[src/rtl/prirv32_fetch_stage.sv]
// prirv32_fetch_stage: instruction fetch front-end.
//
// Owns the PC and issues word-aligned fetches over a valid/ready request channel, with up to
// MAX_OUTSTANDING requests in flight. In-order responses are tagged with their PC, buffered in a
// FQ_DEPTH-entry fetch queue and handed to decode over a valid/ready handshake. A redirect flushes
// the queue, restarts fetch at the new PC and drops every response still owed for older requests.
//
// Ports:
//   clk_i, rst_n                      clock; synchronous active-low reset
//   imem_req_valid_o/ready_i/addr_o   instruction-memory request channel
//   imem_rsp_valid_i/data_i/err_i     in-order response channel, always accepted
//   redirect_i, redirect_pc_i         flush and restart fetch at redirect_pc_i (bits [1:0] ignored)
//   inst_valid_o/ready_i              decode handshake for the queue head
//   inst_data_o/pc_o/err_o            head instruction, its PC and access-fault flag
//   fq_count_o                        current queue occupancy
//
// Build option: define FETCH_BYPASS_EN to let a response reach decode in the cycle it arrives when
// the queue is empty; if decode also takes it, the entry is never written into the queue.

module prirv32_fetch_stage #(
    parameter int unsigned     XLEN            = 32,
    parameter logic [XLEN-1:0] RESET_PC        = '0,
    parameter int unsigned     FQ_DEPTH        = 4,
    parameter int unsigned     MAX_OUTSTANDING = 2
) (
    input  logic                          clk_i,
    input  logic                          rst_n,
    output logic                          imem_req_valid_o,
    input  logic                          imem_req_ready_i,
    output logic [XLEN-1:0]               imem_req_addr_o,
    input  logic                          imem_rsp_valid_i,
    input  logic [31:0]                   imem_rsp_data_i,
    input  logic                          imem_rsp_err_i,
    input  logic                          redirect_i,
    input  logic [XLEN-1:0]               redirect_pc_i,
    output logic                          inst_valid_o,
    input  logic                          inst_ready_i,
    output logic [31:0]                   inst_data_o,
    output logic [XLEN-1:0]               inst_pc_o,
    output logic                          inst_err_o,
    output logic [$clog2(FQ_DEPTH+1)-1:0] fq_count_o
);

    localparam int unsigned CW = $clog2(FQ_DEPTH + 1);
    localparam int unsigned PW = $clog2(FQ_DEPTH);
    localparam int unsigned OW = $clog2(MAX_OUTSTANDING + 1);
    localparam int unsigned TW = (MAX_OUTSTANDING > 1) ? $clog2(MAX_OUTSTANDING) : 1;

    logic [XLEN-1:0] pc_q, pc_d;
    logic [OW-1:0]   outstanding_q, outstanding_d;
    logic [OW-1:0]   discard_q, discard_d;

    // PC tags of accepted requests, popped in order as responses return.
    logic [XLEN-1:0] tag_mem [MAX_OUTSTANDING];
    logic [TW-1:0]   tag_wptr_q, tag_rptr_q;

    logic [31:0]     fq_data [FQ_DEPTH];
    logic [XLEN-1:0] fq_pc   [FQ_DEPTH];
    logic            fq_err  [FQ_DEPTH];
    logic [PW-1:0]   fq_wptr_q, fq_rptr_q;
    logic [CW-1:0]   fq_count_q, fq_count_d;

    logic            req_fire, rsp_drop, head_valid, bypass, fq_push, fq_pop;
    logic [31:0]     credit_used;
    logic [XLEN-1:0] rsp_pc;
    logic            unused_redirect_lsb;

    assign unused_redirect_lsb = ^redirect_pc_i[1:0];
    assign rsp_pc              = tag_mem[tag_rptr_q];

    always_comb begin
        // Queue slots already claimed: stored entries plus responses that will actually be kept.
        credit_used      = 32'(fq_count_q) + 32'(outstanding_q) - 32'(discard_q);
        imem_req_valid_o = rst_n && (32'(outstanding_q) < MAX_OUTSTANDING)
                           && (credit_used < FQ_DEPTH);
        imem_req_addr_o  = pc_q;
        req_fire         = imem_req_valid_o && imem_req_ready_i;

        // Responses in the redirect cycle belong to the old stream as well.
        rsp_drop   = redirect_i || (discard_q != '0);
        head_valid = (fq_count_q != '0);
`ifdef FETCH_BYPASS_EN
        bypass     = !head_valid && imem_rsp_valid_i && !rsp_drop;
`else
        bypass     = 1'b0;
`endif
        inst_valid_o = head_valid || bypass;
        fq_pop       = head_valid && inst_ready_i;
        fq_push      = imem_rsp_valid_i && !rsp_drop && !(bypass && inst_ready_i);

        inst_data_o = '0;
        inst_pc_o   = '0;
        inst_err_o  = 1'b0;
        if (head_valid) begin
            inst_data_o = fq_data[fq_rptr_q];
            inst_pc_o   = fq_pc[fq_rptr_q];
            inst_err_o  = fq_err[fq_rptr_q];
        end else if (bypass) begin
            inst_data_o = imem_rsp_data_i;
            inst_pc_o   = rsp_pc;
            inst_err_o  = imem_rsp_err_i;
        end
        fq_count_o = fq_count_q;

        outstanding_d = outstanding_q + OW'(req_fire) - OW'(imem_rsp_valid_i);

        // outstanding_d already excludes a response landing in the redirect cycle.
        discard_d = discard_q;
        if (redirect_i) begin
            discard_d = outstanding_d;
        end else if (imem_rsp_valid_i && (discard_q != '0)) begin
            discard_d = discard_q - OW'(1);
        end

        pc_d = pc_q;
        if (redirect_i) begin
            pc_d = {redirect_pc_i[XLEN-1:2], 2'b00};
        end else if (req_fire) begin
            pc_d = pc_q + XLEN'(4);
        end

        fq_count_d = redirect_i ? '0 : fq_count_q + CW'(fq_push) - CW'(fq_pop);
    end

    always_ff @(posedge clk_i) begin
        if (!rst_n) begin
            pc_q          <= RESET_PC;
            outstanding_q <= '0;
            discard_q     <= '0;
            tag_wptr_q    <= '0;
            tag_rptr_q    <= '0;
            fq_wptr_q     <= '0;
            fq_rptr_q     <= '0;
            fq_count_q    <= '0;
        end else begin
            pc_q          <= pc_d;
            outstanding_q <= outstanding_d;
            discard_q     <= discard_d;
            fq_count_q    <= fq_count_d;
            if (req_fire) begin
                tag_wptr_q <= (tag_wptr_q == TW'(MAX_OUTSTANDING - 1)) ? '0 : tag_wptr_q + TW'(1);
            end
            if (imem_rsp_valid_i) begin
                tag_rptr_q <= (tag_rptr_q == TW'(MAX_OUTSTANDING - 1)) ? '0 : tag_rptr_q + TW'(1);
            end
            if (redirect_i) begin
                fq_wptr_q <= '0;
                fq_rptr_q <= '0;
            end else begin
                if (fq_push) fq_wptr_q <= fq_wptr_q + PW'(1);
                if (fq_pop)  fq_rptr_q <= fq_rptr_q + PW'(1);
            end
        end
    end

    // Storage needs no reset; occupancy and pointers decide what is visible.
    always_ff @(posedge clk_i) begin
        if (req_fire) begin
            tag_mem[tag_wptr_q] <= pc_q;
        end
        if (fq_push) begin
            fq_data[fq_wptr_q] <= imem_rsp_data_i;
            fq_pc[fq_wptr_q]   <= rsp_pc;
            fq_err[fq_wptr_q]  <= imem_rsp_err_i;
        end
    end

endmodule

[config.mk]
export PLATFORM = sky130hd
export DESIGN_NAME = prirv32_fetch_stage
export DESIGN_NICKNAME = d
export VERILOG_FILES = /design/src/rtl/prirv32_fetch_stage.sv
export SDC_FILE = /design/constraint.sdc
export NUM_CORES = 1
export LEC_CHECK = 0
export BUFFER_PORTS_ARGS = -buffer_cell sky130_fd_sc_hd__buf_2
export CORE_AREA = 2 2 167 169
export CTS_CLUSTER_DIAMETER = 80
export DETAILED_ROUTE_END_ITERATION = 8
export DIE_AREA = 0 0 169 171
export PLACE_DENSITY = 0.75
export SYNTH_ARGS = -nofsm -noshare
export SYNTH_HDL_FRONTEND = slang
export SYNTH_SLANG_ARGS = --single-unit
[constraint.sdc]
create_clock -name clk_i -period 12.8 [get_ports clk_i]
set_clock_uncertainty 0.05 [all_clocks]
set_input_delay 1.92 -clock clk_i [delete_from_list [all_inputs] [get_ports clk_i]]
set_output_delay 1.92 -clock clk_i [all_outputs]
set_load 0.02 [all_outputs]
Word-level counts from Yosys, hierarchy flattened:

Memory sizes are Yosys's and may differ from the RTL's. A register that Yosys moved wholly into a read port is not among the register bits.
Index checks and enable logic that the tools add are counted.

* register bits: 45
* memory bits (writable): 324
* memories kept: 4

Memory list
* fq_data: words 4, width 32, rd ports 1, clocked after Yosys merged registers in 1, write ports 1, line 57 `logic [31:0] fq_data [FQ_DEPTH];`
* fq_pc: words 4, width 32, rd ports 1, clocked after Yosys merged registers in 1, write ports 1, line 58 `logic [XLEN-1:0] fq_pc [FQ_DEPTH];`
* tag_mem: words 2, width 32, rd ports 1, clocked after Yosys merged registers in 1, write ports 1, line 54 `logic [XLEN-1:0] tag_mem [MAX_OUTSTANDING];`
* fq_err: words 4, width 1, rd ports 1, clocked after Yosys merged registers in 1, write ports 1, line 59 `logic fq_err [FQ_DEPTH];`

* add/sub/neg operators: 12
* order comparisons: 2
* muxes and demuxes: 21
* bitwise logic cells: 1
* reductions and logical operators: 13

Operators by type and width (number)
* two-way mux 32 bit: 4
* adder 32 x 3 -> 32 bit (second input constant): 1
* < comparator 32 x 3 -> 1 bit (second input constant): 1
* two-way mux 2 bit: 8
* two-way mux 1 bit: 9
* logical AND 1 bit: 6
* nonzero test 2 bit: 3
* subtractor 4 x 2 -> 5 bit: 1
* adder 2 x 1 -> 2 bit (second input constant): 2
* adder 3 x 2 -> 4 bit: 1
* adder 3 x 1 -> 3 bit: 1
* nonzero test 3 bit: 1
* subtractor 3 x 1 -> 3 bit: 1
* adder 1 bit (second input constant): 2
* adder 2 x 1 -> 2 bit: 1
* < comparator 2 bit (second input constant): 1
* OR reduction 2 bit: 1
* subtractor 2 x 1 -> 2 bit: 1
* subtractor 2 x 1 -> 2 bit (second input constant): 1
* logical NOT 1 bit: 1
* logical OR 1 bit: 1
* inverter 1 bit: 1

Logic depth before layout (Yosys ltp):

* depth in word-level cells: 8
* gate-level depth with buffers: 17

Worst setup path before layout:

Ideal clock, no wire load.

* path kind: input to output
* from: input port rst_n
* to: output port imem_req_valid_o
* data arrival time: 2822 ps
* data required time: 10830 ps
* slack: 8008 ps
* cell stages on the path: 3
* cells stage by stage: nor2b_1 > nand2_1 > a21oi_1

* longest elaborated chain between the ends: 2

RTL lines
* start: declaration: line 27 `input logic rst_n,`
* logical AND 1 bit: line 74 `imem_req_valid_o = rst_n && (32'(outstanding_q) < MAX_OUTSTANDING)`
* logical AND 1 bit: line 75 `&& (credit_used < FQ_DEPTH);`
* end: declaration: line 28 `output logic imem_req_valid_o,`

Every way passes these cells.

Worst setup path after layout:

Same ends and word-level chain as after synthesis.

==> flow_metrics.env <==
export IMPL_cp_data_arrival_time_ns=3.63
export IMPL_cts_buffers=38
export IMPL_fp_dieArea_sq_mm=0.0289
export IMPL_synth_edf_count=312
export IMPL_drcViolationCount=0
export IMPL_core_sq_mm=0.0273
export IMPL_io_buffers=166
export IMPL_power_switching_mw=0.675
export IMPL_viasPerCell=5.65
export IMPL_finalInstanceArea_sq_mm=0.0170
export IMPL_async_flop_share_pct=0
export IMPL_num_rows=61
export IMPL_p_leak_nw=5.84
export IMPL_hp_class="register to register"
export IMPL_cts_resized=0
export IMPL_yosysWarnings=0
export IMPL_cts_root_buf="clkbuf_16"
export IMPL_relSlewSlack_pct=29.4
export IMPL_synth_main_ff_cell="edfxtp_1"
export IMPL_fin_setup_tns_ns=0
export IMPL_firstDrtPassIters=5
export IMPL_route_final_wire_length_um=27800
export IMPL_yosys_top_cells_area="edfxtp_1 64%, mux4_2 9.7%, dfxtp_1 6.3%"
export IMPL_place_area_sq_mm=0.0157
export IMPL_syn_to_final_growth_pct=16.3
export IMPL_switching_share_pct=24.0
export IMPL_cts_buffer_depth=3
export IMPL_num_vias=7751
export IMPL_wl_per_cell_um=20.2
export IMPL_die_w_um=169
export IMPL_power_density_mw_per_mm2=166
export IMPL_grt_usage_pct=19.4
export IMPL_synthCells=831
export IMPL_antenna_cells=0
export IMPL_avgSynthCellArea_sq_um=17.6
export IMPL_syn_area_sq_mm=0.0146
export IMPL_place_inst=1304
export IMPL_clkTransAtPathRegs_ns=0.06
export IMPL_fillers=1978
export IMPL_cts_sinks=358
export IMPL_status="completed"
export IMPL_cts_max_level=2
export IMPL_cts_setup_buffers=0
export IMPL_ctsHoldBuffers=0
export IMPL_gp_congestion=0.841
export IMPL_drtAntennaViolNets=0
export IMPL_fin_cells=1372
export IMPL_cp_required_ns=10.83
export IMPL_layout_worst_path_cycle_share_pct=43.8
export IMPL_fmax_mhz=179
export IMPL_drv_cap=0
export IMPL_hpwlAfterDp_um=16200
export IMPL_fp_dieH_um=171
export IMPL_ir_worst_vdd_uv=109
export IMPL_seqPwrFrac_pct=49.0
export IMPL_start_util_pct=53.5
export IMPL_top_level_ports=173
export IMPL_ys_types=50
export IMPL_synth_seq_cells=358
export IMPL_rsz0062_at_grt="false"
export IMPL_maxSlewViolCount=0
export IMPL_grt_pass1_wl_um=43100
export IMPL_path_class="input pin to output port"
export IMPL_synth_seq_area_share_pct=70.4
export IMPL_layout_drive_gt1_share_pct=33.7
export IMPL_grt_overflow_total=0
export IMPL_cts_tree="done"
export IMPL_grt_antenna_before_repair=0
export IMPL_crit_path_max_fanout=41
export IMPL_first_global_vias=7771
export IMPL_pwr_share_clk_pct=38.9
export IMPL_comb_power_share_pct=12.2
export IMPL_report_final_hold_viol_count=0
export IMPL_nets=1085
export IMPL_clk_latency_ns=0.52
export IMPL_critPathCaptureType="output port"
export IMPL_grt_start_max_net_pins=64
export IMPL_holdWs_ns=0.451
export IMPL_yosysTopAreaCell="edfxtp_1"
export IMPL_internal_power_mw=2.14
export IMPL_drt_initial_drc_count=612
export IMPL_post_route_min_period_ns=5.60
export IMPL_synth_top_cell_area_share_pct=64.1
export IMPL_setup_viol=0
export IMPL_worst_setup_path_start_kind="input pin"
export IMPL_worst_slew_pin_slew_ns=1.06
[worst max-delay path: stages]
cell     delay (ns)
buf_2          0.51
nor2b_1        0.29
nand2_1        0.25
a21oi_1        0.41
buf_2          0.24
[cells in the final DEF, fill, tap and decap left out, drive strengths merged, types with 12 or more instances in the layout]
cell and instances:
edfxtp 312, buf 173, and2 77, mux4 63, clkbuf 51, dfxtp 46
mux2 30, xnor2 27, o21ai 26, a21oi 24, inv 23, nand2 23
nand3 15, ha 14, nor2 14, a2111oi 14, nand4 12, clkinv 12
[sequential cells by signal, summed over array words and instances, names as in the netlist, named ones only]
signal and flops:
fq_data 128, fq_pc 120, tag_mem 60, imem_req_addr_o 30
fq_err 4, fq_count_o 3, discard_q 2, fq_rptr_q 2
fq_wptr_q 2, outstanding_q 2, tag_rptr_q 1, tag_wptr_q 1
[area by class of cell]
type	instances	area (sq um)	area share, %
sequential	358	10300	60.6
multi-input combinational	404	4040	23.8
clock buffer	51	1080	6.38
timing repair buffer	173	883	5.19
tap	346	433	2.55
clock inverter	17	180	1.06
inverter	23	86.3	0.508
[cells by family (layout without fill, tap and decap cells)]
| logic type | count (synthesis) | after routing | synth area share, % |
|---|---|---|---|
| multiplexers | 95 | 95 | 12.1 |
| adder cells (fa/ha/maj) | 16 | 16 | 1.47 |
| other | 1 | 4 | 0.0256 |
| buffers and inverters | 72 | 264 | 2.22 |
| XOR/XNOR | 30 | 30 | 1.80 |
| flip-flops | 358 | 358 | 70.4 |
| AND/OR/NAND/NOR | 174 | 174 | 6.89 |
| AO/OA/AOI/OAI | 85 | 85 | 5.10 |
[worst paths after layout]
| path | start | endpoint | slack, ns | cells after the start |
|---|---|---|---|---|
| min | fq_wptr_q[1] | fq_wptr_q[1] | 0.45 | 2 |
| max | rst_n | imem_req_valid_o | 7.20 | 5 |
| min reg2reg | fq_wptr_q[1] | fq_wptr_q[1] | 0.45 | 2 |
| max reg2reg | fq_count_o[1] | discard_q[1] | 8.07 | 15 |
[routing by layer]
layer	track usage [%]	wire, um	vias up	part of all wire (%)
met4	4.27	376	0	1.4
li1	-	-	3581	-
met3	3.70	1830	32	6.6
met2	31.9	13200	284	47
met1	27.5	12400	3854	45
met5	0	0	-	0
[metrics by stage]
step / utilization (%) / setup slack [ns] / power, mW
global route: 62.2 / 7.06 / 2.93
detailed placement: 57.6 / 7.13 / 1.75
finish: 62.2 / 7.20 / 2.82
CTS: 62.2 / 7.24 / 2.85
floorplan: - / 8.01 / 1.64
global placement: 57.6 / 7.23 / 1.74
[power by group through the flow]
stage	logic [mW]	clock network (mW)	registers, mW
after floorplan	0.235	0	1.40
after global placement	0.340	0	1.40
after detailed placement	0.346	0	1.40
after CTS	0.347	1.12	1.38
after global routing	0.378	1.16	1.39
final	0.343	1.09	1.38
[synthesized netlist by cell type, types with 5 or more instances]
cell type,count
nand2_1,23
mux2_2,30
ha_1,14
and3_1,6
and2_1,77
nor2_1,14
o21ai_0,24
xnor2_1,27
clkbuf_1,31
buf_2,10
nand3_1,15
mux4_2,63
buf_4,5
a21oi_1,23
and4_1,9
nand4_1,12
dfxtp_1,46
a2111oi_4,9
edfxtp_1,312
a211oi_1,10
inv_1,23
(Power assumes the default switching activity.)
